<file path="src/rtl/retire_perf_monitor.sv">
// Purpose : run monitor for the dual-issue core; counts cycles and retired
//           instructions, detects the end-of-test CSRRW, drains, then freezes.
// Latency : all outputs registered, 1 cycle from input sample to output.
// Backpressure: none; enable_i pauses counting, no flow control is exerted.
//
// Ports   : clk_i/rst_i (async active-high); enable_i gates counting;
//           pipe0/pipe1_retire_i retirement strobes; opcode_valid_i/opcode_i
//           exec0 opcode; cycle_count_o/instr_count_o counters; running_o,
//           halt_seen_o, done_o, timeout_o status.
// Option  : define RETIRE_MON_STALL_CNT_EN to add stall_count_o, counting
//           counted cycles in which neither pipe retired.
module retire_perf_monitor #(
    parameter int CNT_W          = 32,
    parameter int DRAIN_CYCLES   = 10,
    parameter int TIMEOUT_CYCLES = 100000
) (
    input  logic             clk_i,
    input  logic             rst_i,
    input  logic             enable_i,
    input  logic             pipe0_retire_i,
    input  logic             pipe1_retire_i,
    input  logic             opcode_valid_i,
    input  logic [31:0]      opcode_i,
    output logic [CNT_W-1:0] cycle_count_o,
    output logic [CNT_W-1:0] instr_count_o,
`ifdef RETIRE_MON_STALL_CNT_EN
    output logic [CNT_W-1:0] stall_count_o,
`endif
    output logic             running_o,
    output logic             halt_seen_o,
    output logic             done_o,
    output logic             timeout_o
);

    // Drain counter needs at least one bit even when no drain is configured.
    localparam int DW = (DRAIN_CYCLES < 1) ? 1 : $clog2(DRAIN_CYCLES + 1);
    localparam logic [DW-1:0]    DRAIN_LD = DW'(DRAIN_CYCLES);
    localparam logic [CNT_W-1:0] TMO_VAL  = CNT_W'(TIMEOUT_CYCLES);

    typedef enum logic [2:0] {
        ST_IDLE, ST_RUN, ST_DRAIN, ST_DONE, ST_TIMEOUT
    } state_t;

    state_t            state;
    logic [DW-1:0]     drain_cnt;
    logic              halt_evt;
    logic [CNT_W-1:0]  cyc_sat;
    logic [CNT_W:0]    ins_sum;
    logic [CNT_W-1:0]  ins_sat;
    logic              timeout_hit;
    logic              unused_opcode_bits;

    // CSRRW: SYSTEM major opcode with funct3 = 001.
    assign halt_evt = opcode_valid_i && (opcode_i[6:0] == 7'b1110011)
                      && (opcode_i[14:12] == 3'b001);
    assign unused_opcode_bits = ^{opcode_i[31:15], opcode_i[11:7]};

    // Saturating increments; counters stick at all-ones instead of wrapping.
    assign cyc_sat = (cycle_count_o == '1) ? cycle_count_o
                                            : cycle_count_o + CNT_W'(1);
    assign ins_sum = {1'b0, instr_count_o} + {{CNT_W{1'b0}}, pipe0_retire_i}
                     + {{CNT_W{1'b0}}, pipe1_retire_i};
    assign ins_sat = ins_sum[CNT_W] ? '1 : ins_sum[CNT_W-1:0];

    // Compared against the saturated value so an unreachable limit never fires.
    assign timeout_hit = (64'(cyc_sat) >= 64'(TIMEOUT_CYCLES));

`ifdef RETIRE_MON_STALL_CNT_EN
    logic [CNT_W-1:0] stall_sat;
    assign stall_sat = (stall_count_o == '1) ? stall_count_o
                                              : stall_count_o + CNT_W'(1);
`endif

    always_ff @(posedge clk_i or posedge rst_i) begin
        if (rst_i) begin
            state         <= ST_IDLE;
            drain_cnt     <= '0;
            cycle_count_o <= '0;
            instr_count_o <= '0;
`ifdef RETIRE_MON_STALL_CNT_EN
            stall_count_o <= '0;
`endif
            running_o     <= 1'b0;
            halt_seen_o   <= 1'b0;
            done_o        <= 1'b0;
            timeout_o     <= 1'b0;
        end else begin
            case (state)
                // The first enabled cycle in IDLE is already a counted run cycle.
                ST_IDLE, ST_RUN, ST_DRAIN: begin
                    if (enable_i) begin
                        instr_count_o <= ins_sat;
`ifdef RETIRE_MON_STALL_CNT_EN
                        if (!pipe0_retire_i && !pipe1_retire_i)
                            stall_count_o <= stall_sat;
`endif
                        if (timeout_hit) begin
                            // Timeout wins over halt detection and drain expiry.
                            cycle_count_o <= TMO_VAL;
                            state         <= ST_TIMEOUT;
                            running_o     <= 1'b0;
                            timeout_o     <= 1'b1;
                        end else begin
                            cycle_count_o <= cyc_sat;
                            running_o     <= 1'b1;
                            if (state != ST_DRAIN && halt_evt) begin
                                halt_seen_o <= 1'b1;
                                drain_cnt   <= DRAIN_LD;
                                if (DRAIN_CYCLES == 0) begin
                                    state     <= ST_DONE;
                                    running_o <= 1'b0;
                                    done_o    <= 1'b1;
                                end else begin
                                    state <= ST_DRAIN;
                                end
                            end else if (state == ST_DRAIN) begin
                                // Later halts are ignored; only the countdown matters.
                                drain_cnt <= drain_cnt - DW'(1);
                                if (drain_cnt == DW'(1)) begin
                                    state     <= ST_DONE;
                                    running_o <= 1'b0;
                                    done_o    <= 1'b1;
                                end
                            end else begin
                                state <= ST_RUN;
                            end
                        end
                    end
                end
                default: begin
                    // DONE and TIMEOUT are terminal until reset.
                    state <= state;
                end
            endcase
        end
    end

endmodule

</file>
<file path="config.mk">
export PLATFORM = sky130hd
export DESIGN_NAME = retire_perf_monitor
export DESIGN_NICKNAME = d
export VERILOG_FILES = /design/src/rtl/retire_perf_monitor.sv
export SDC_FILE = /design/constraint.sdc
export NUM_CORES = 1
export LEC_CHECK = 0
export CAP_MARGIN = 20
export CORE_MARGIN = 8
export CORE_UTILIZATION = 45
export CTS_CLUSTER_SIZE = 12
export DETAILED_ROUTE_END_ITERATION = 8
export GPL_TIMING_DRIVEN = 0
export PLACE_DENSITY = 0.85
export SLEW_MARGIN = 40
export SYNTH_ARGS = -nofsm -noshare
export SYNTH_HDL_FRONTEND = slang
export SYNTH_SLANG_ARGS = --single-unit
export TNS_END_PERCENT = 20
</file>
<file path="constraint.sdc">
create_clock -name clk_i -period 3.88 [get_ports clk_i]
set_clock_uncertainty 0.05 [all_clocks]
set_input_delay 0.776 -clock clk_i [delete_from_list [all_inputs] [get_ports clk_i]]
set_output_delay 0.776 -clock clk_i [all_outputs]
set_load 0.005 [all_outputs]
</file>
### Word level (Yosys, flattened, before mapping)

Cells that the tools add are included.

| operators by class | value |
|---|---|
| $add $sub $neg | 4 |
| $mul | 0 |
| div/mod/pow operators | 0 |
| $lt $le $gt $ge | 1 |
| eq/ne operators | 8 |
| shift-type cells | 0 |
| muxes and demuxes | 13 |
| bitwise operators | 2 |
| reduce and logical (&&, ||, !) cells | 12 |

Operators by type and width:

| cell | number |
|---|---|
| two-way mux 32 bit | 3 |
| adder 32 x 1 -> 33 bit | 1 |
| adder 33 x 1 -> 33 bit | 1 |
| adder 32 x 1 -> 32 bit, second input constant | 1 |
| equality test 32 bit, second input constant | 1 |
| greater-or-equal comparator 32 x 17 -> 1 bit, second input constant | 1 |
| two-way mux 3 bit | 4 |
| two-way mux 4 bit | 2 |
| AND reduction 4 bit | 2 |
| equality test 7 bit, second input constant | 1 |
| equality test 3 x 1 -> 1 bit, second input constant | 2 |
| AND reduction 3 bit | 2 |
| AND reduction 6 bit | 1 |
| equality test 4 x 1 -> 1 bit, second input constant | 1 |
| two-way mux 1 bit | 4 |
| != test 4 x 3 -> 1 bit, second input constant | 1 |
| subtractor 4 x 1 -> 4 bit, second input constant | 1 |
| equality test 3 x 2 -> 1 bit, second input constant | 1 |
| logical AND 1 bit | 3 |
| zero test 3 bit | 1 |
| != test 3 x 2 -> 1 bit, second input constant | 1 |
| OR reduction 3 bit | 1 |
| inverter 1 bit | 2 |
| AND reduction 2 bit | 1 |
| nonzero test 2 bit | 1 |

| storage, ports and cells | value |
|---|---|
| register bits after elaboration | 75 |
| latch bits | 0 |
| memory bits (writable) | 0 |
| memory bits (read-only) | 0 |
| input bits | 38 |
| output and inout port bits | 68 |
| logic and storage cells | 48 |
| memories | 0 |

### Depth between registers and ports, before layout

Gate-level depths: netlist of run 1.

| logic depth | value |
|---|---|
| depth in word-level cells | 6 |
| gate-level depth with buffers | 11 |
| gate-level depth less buffers | 11 |

### Worst setup path after synthesis of run 1

OpenSTA, ideal clock, no wires.

| path | value |
|---|---|
| path type | in2reg |
| start | input port pipe0_retire_i |
| end | register instr_count_o[10] |
| setup time | 0.068 ns |
| arrival | 2.957 ns |
| required time | 3.762 ns |
| path slack | 0.805 ns |
| stages on the path | 11 |
| path buffers | 2 |
| cell sequence | inv_1 -> fa_1 -> inv_1 -> ha_1 -> nand4_1 -> nor3_1 -> nand4_1 -> or3_1 -> clkbuf_1 -> clkbuf_1 -> nand2_1 |

| between the ends | value |
|---|---|
| longest elaborated chain between the ends | 3 |

RTL lines:

| what | line | text |
|---|---|---|
| start: declaration | 20 | `input logic pipe0_retire_i,` |
| adder 32 x 1 -> 33 bit | 61 | `assign ins_sum = {1'b0, instr_count_o} + {{CNT_W{1'b0}}, pipe0_retire_i}` |
| adder 33 x 1 -> 33 bit | 62 | `+ {{CNT_W{1'b0}}, pipe1_retire_i};` |
| two-way mux 32 bit | 63 | `assign ins_sat = ins_sum[CNT_W] ? '1 : ins_sum[CNT_W-1:0];` |
| end signal: assignment | 92 | `instr_count_o <= ins_sat;` |
| end: declaration | 25 | `output logic [CNT_W-1:0] instr_count_o,` |

Every way passes these cells.
A chain may end at the register's enable or synchronous reset.

### Worst setup path after layout of run 1

| path | value |
|---|---|
| start | input port pipe0_retire_i |
| end | register instr_count_o[30] |

The elaborated chain is that of the path after synthesis.

==> flow_summary.ini, run 1 <==
[die]
row_count = 35
die_area_um2 = 12900
floorplan.initialDensity_pct = 46.4
fp.dieH_um = 114
core_area_um2 = 9240
die_w_um = 114
io_pins = 106

[critical_path]
path_delay_family = simple AND/OR/NAND/NOR gates
crit_start = pipe0_retire_i
endpoint_kind = flop
worst-path-max-fanout = 6
rr_startpoint = cycle_count_o[22]
worstSetupPathType = in2reg
critPathMaxStageDelay_ns = 0.50
cp.required_ns = 4.10
slowest_stage = nor3_1
critPathLaunchType = input pin
worstPathArrival_ns = 3.89
path_cells = clkdlybuf4s50_1 -> inv_1 -> fa_1 -> inv_1 -> ha_1 -> nand4_1 -> nor3_2 -> nand4_1 -> buf_4 -> nor3_1 -> a31oi_1 -> a41oi_1
crit_buf_inv = 4

[route]
drc = 0
drt-pass1-iter-count = 7
dr_wl_met3_um = 691
wl_per_cell_um = 16.9
wl_met1_mm = 5.27
wl_met2_mm = 5.90
drtIter0Drc = 408
wirelength_mm = 12.1
routed-via-count = 4206
ant_nets = 0
dr.max_layer_used = met4
vias_per_cell = 5.91

[clock_tree]
cts_root_buf = clkbuf_8
cts_sinks = 75
htree_num_levels = 3
cts.path.max_buffers = 2
cts_made_buffers = 9
cts_tree = yes
path_clk_slew_ns = 0.09
clk_latency_ns = 0.35

[synthesis]
synth_edf_count = 0
ys_warn_count = 0
mappedNetlistArea_um2 = 4290
synth_seq_cells = 75
synth_nets = 522
synthCells = 479
synth.distinct_cells = 64
yosysSeqAreaShare_pct = 43.8
ys.flop_type = dfrtp_1
async_flop_share_pct = 100
synth_area_per_cell_um2 = 8.95

[layout]
antennaDiodeCount = 0
regArea_um2 = 1880
area_delta_synth_final_pct = 29.1
fill_cells = 795
multi_input_comb_area_um2 = 2280
postLayoutCoreUtil_pct = 59.9
fin_cells = 712
mostFrequentLayoutCell = clkdlybuf4s50_1
post_route_cells_drive_above_1_share_pct = 5.83
final_cell_mix = clkdlybuf4s50_1, dfrtp_1, nand2_1
final_nets = 621

[grt]
grt_pass1_wl_mm = 19.9
grt_pass1_vias = 4071
grt_overflow = 0
grt_use_total_pct = 18.8
grt_max_degree = 56
antenna_found_initial = 0

[place]
placed_cells = 692
dp_hpwl_mm = 8.91
pre_cts_ws_ns = -0.276
port_buffers = 83
place_congestion = 0.936

[timing]
final.period_utilization_pct = 94.7
worst_slew_pin_slew_ns = 0.840
setup_viol_count_final = 0
slew_headroom_pct = 43.5
max_freq_mhz = 272
period_needed_ns = 3.67
fin_ws_ns = 0.206
final_hold_viol_count = 0
slew_violations = 0

[min_path]
hold_class = reg2reg
min_from = halt_seen_o

[power]
cellInternalPower_mw = 1.32
powerDensity_nw_per_um2 = 356
p_total_mw = 1.97
swShare_pct = 33.1
clkPwrFrac_pct = 29.0
pwr-share-seq_pct = 48.3
p_sw_uw = 653
p_leak_nw = 2.35
share_comb_of_total_power_pct = 22.7
ir_drop_v = 0.000203

[outcome]
status = finished, final reports clean

[job]
max-cap-violations = 0
## worst register-to-register path: cells and delay by family, from the launching register on
kind | cells | cell delay [ns]
flops | 1 | 0.34
simple gates | 5 | 1.77
compound gates | 3 | 0.60
buf+inv | 3 | 0.68
## final timing paths
check	end	slack [ns]	cells past startpoint
setup / recovery	instr_count_o[30]	0.21	12
hold / removal	halt_seen_o	0.41	1
setup reg to reg	cycle_count_o[9]	0.35	11
hold reg to reg	halt_seen_o	0.41	1
max in group asynchronous	cycle_count_o[9]	2.57	3
min in group asynchronous	instr_count_o[17]	0.68	2
## state kept, by name, summed over array words and instances (netlist names)
signal,cells
drain_cnt,4
state,3
done_o,1
cycle_count_o,32
timeout_o,1
running_o,1
instr_count_o,32
halt_seen_o,1
## final cells by class
type	instances	area share (%)
repair buffers	88	16.0
flip-flops and latches	75	33.9
well taps	129	2.92
inverters	17	1.24
multi-input cells	368	41.2
clock inverters	7	1.06
clock buffers	9	2.24
plain buffers	19	1.40
## repair_timing
action,in CTS,in global routing
endpoints found under the setup margin,0,39
hold buffers,0,0
gates resized for setup,0,2
buffers inserted,0,4
## per-stage QoR
step	TNS, ns	instance area (um^2)	hold WS (ns)
floorplan	0	4290	0.380
global placement	-9.44	5280	0.397
detailed placement	-5.00	5310	0.396
CTS	0	5500	0.419
global route	-0.0192	5540	0.441
finish	0	5540	0.415
## cells in the mapped netlist, drive strengths merged, types with 4 or more instances
cell    number  area [um^2]
xor2        12          105
a31oi       13         81.3
nor2b        4         25.0
ha           4         50.1
nand3       26          135
nand4       25          163
clkbuf      15         56.3
o211ai       5         37.5
and2        16          100
dfrtp       75         1880
nor3        16         91.3
inv         17         63.8
and4        12          105
o21ai       14         70.1
buf          4         21.3
or3          8         50.1
and3        16          100
a21oi       18         90.1
a21o         5         37.5
nor4         9         77.6
nor2        32          120
nand2       67          251
xnor2       12          105
## power groups by stage
stage / clock, mW / sequential, mW / combinational [mW]
after floorplan: 0 / 0.944 / 0.227
after global placement: 0 / 0.960 / 0.428
after detailed placement: 0 / 0.965 / 0.445
after CTS: 0.581 / 0.949 / 0.447
after global routing: 0.618 / 0.966 / 0.498
final: 0.572 / 0.952 / 0.447
## cell families (layout without fill, tap and decap cells)
group	Yosys count	count (layout)	share of synthesized area [%]
buf+inv	36	140	3.30
mux	3	3	0.758
compound gates	95	95	15.4
fa+ha+maj	5	5	1.63
flops	75	75	43.8
xor+xnor	24	24	4.90
simple gates	241	241	30.2
## metal layers
metal  vias up  global-route usage [%]
met1      2080                    23.9
met4         0                    8.61
met3        16                    3.33
li1       1973                       -
met2       137                    30.3
met5         -                       0
No activity file was read; power rests on OpenSTA's default activity.
==> run 2, diff against run 1 <==
--- a/config.mk
+++ b/config.mk
@@ -7,11 +7,11 @@
 export LEC_CHECK = 0
 export CAP_MARGIN = 20
 export CORE_MARGIN = 8
-export CORE_UTILIZATION = 45
+export CORE_UTILIZATION = 50
 export CTS_CLUSTER_SIZE = 12
 export DETAILED_ROUTE_END_ITERATION = 8
 export GPL_TIMING_DRIVEN = 0
-export PLACE_DENSITY = 0.85
+export PLACE_DENSITY = 0.92
 export SLEW_MARGIN = 40
 export SYNTH_ARGS = -nofsm -noshare
 export SYNTH_HDL_FRONTEND = slang
==> constraint.sdc (replaced) <==
create_clock -name clk_i -period 3.88 [get_ports clk_i]
set_clock_uncertainty 0.05 [all_clocks]
set_input_delay 0.776 -clock clk_i [delete_from_list [all_inputs] [get_ports clk_i]]
set_output_delay 0.776 -clock clk_i [all_outputs]
set_load 0.01 [all_outputs]
==> run 2 against run 1 <==
Final area down 0.99%. Sequential power about the same. Worst hold slack better by 0.0029 ns. Power up 2.2%. Die area down 8.6%. Highest routed layer unchanged.
==> flow_summary.ini, run 2 (synthesized netlist as in run 1, its figures left out) <==
[outcome]
status = finished, final reports clean

[min_path]
hold_class = reg2reg
min_from = drain_cnt[3]

[route]
routed-via-count = 4375
drtIter0Drc = 388
dr.max_layer_used = met4
wl_per_cell_um = 18.6
wirelength_mm = 12.7
wl_met2_mm = 6.16
drc = 0
drt-pass1-iter-count = 5
ant_nets = 0
dr_wl_met3_mm = 1.05
vias_per_cell = 6.38
wl_met1_mm = 5.13

[critical_path]
slowest_stage = nor4_4
worstSetupPathType = reg2reg
crit_start = cycle_count_o[13]
path_cells = nand4_1 -> or3_1 -> a2111oi_1 -> nor4b_1 -> o22ai_1 -> nor4_4 -> nand3_2 -> o311ai_1
endpoint_kind = flop
critPathMaxStageDelay_ns = 0.51
rr_startpoint = cycle_count_o[13]
worst-path-max-fanout = 9
crit_buf_inv = 0
path_delay_family = simple AND/OR/NAND/NOR gates
reg2reg_setup_slack_ns = 0.11
critPathLaunchType = flop
cp.required_ns = 4.06
worstPathArrival_ns = 3.95

[clock_tree]
cts_sinks = 75
htree_num_levels = 3
path_clk_slew_ns = 0.08
cts_made_buffers = 9
cts.path.max_buffers = 2
cts_setup_buffers = 0
cts-resized-gates = 0
clk_latency_ns = 0.36
cts_root_buf = clkbuf_8
cts_hold_buf = 0
cts_tree = yes

[timing]
period_needed_ns = 3.77
slew_violations = 0
final.period_utilization_pct = 97.2
setup_viol_count_final = 0
worst_slew_pin_slew_ns = 0.749
rsz0062_at_grt = true
final_hold_viol_count = 0
holdWs_ns = 0.418
max_freq_mhz = 265
tns_ns = 0
slew_headroom_pct = 49.6

[layout]
mostFrequentLayoutCell = clkdlybuf4s50_1
area_delta_synth_final_pct = 27.8
postLayoutCoreUtil_pct = 66.4
final_nets = 619
regArea_um2 = 1880
post_route_cells_drive_above_1_share_pct = 5.16
top_regs = cycle_count_o (32), instr_count_o (32), drain_cnt (4)
final_cell_mix = clkdlybuf4s50_1, dfrtp_1, nand2_1
fill_cells = 658
antennaDiodeCount = 0
multi_input_comb_area_um2 = 2270

[die]
row_count = 33
die_w_um = 109
floorplan.initialDensity_pct = 51.9
core_area_um2 = 8260
fp.dieH_um = 109
die_area_um2 = 11800
io_pins = 106

[grt]
grt_use_total_pct = 21.3
grt_pass1_vias = 4134
grt_max_degree = 60
grt_pass1_wl_mm = 20.5
antenna_found_initial = 0
grt_overflow = 0

[job]
max-cap-violations = 0

[power]
powerDensity_nw_per_um2 = 367
ir_drop_v = 0.000230
p_leak_nw = 2.34

[place]
port_buffers = 83
place_congestion = 0.939
dp_hpwl_mm = 9.22
run 2: cell count changes in the layout (fill, tap and decap cells not counted):
cell / delta
nor3_1: +2
buf_4: -2
nor3_2: -2
run 2: through the flow:
step / instance area [um^2] / total power [mW] / cells / setup slack (ns)
after floorplan: 4290 / 1.19 / 479 / 0.796
after detailed placement: 5280 / 1.44 / 668 / -0.237
final: 5480 / 2.01 / 686 / 0.110
after CTS: 5470 / 2.01 / 684 / 0.0855
after global placement: 5250 / 1.41 / 667 / -0.130
after global routing: 5480 / 2.10 / 686 / -0.0278
run 2: worst paths after layout:
| path | end | depth (start not counted) |
|---|---|---|
| min in group asynchronous | instr_count_o[23] | 2 |
| worst min-delay path | drain_cnt[3] | 1 |
| worst max register to register | cycle_count_o[6] | 8 |
| worst max-delay path | cycle_count_o[6] | 8 |
| max in group asynchronous | cycle_count_o[9] | 3 |
| worst min register to register | drain_cnt[3] | 1 |
run 2: cell type report:
cell class | count | share of cell area [%]
tap | 105 | 2.40
clock inverter | 7 | 1.07
clock buffer | 9 | 2.26
inverter | 17 | 1.26
timing repair buffer | 86 | 15.9
buffer | 19 | 1.42
multi-input combinational | 368 | 41.4
sequential | 75 | 34.2
run 2: report_power, final:
| part | switching, mW | internal, mW | total, mW |
|---|---|---|---|
| registers | 0.106 | 0.849 | 0.955 |
| clock network | 0.331 | 0.243 | 0.574 |
| logic | 0.259 | 0.226 | 0.485 |
run 2: routing by layer:
metal / vias to the layer above / track usage (%)
met2: 276 / 34.2
li1: 1977 / -
met4: 0 / 9.78
met5: - / 0
met3: 49 / 4.54
met1: 2073 / 27.0
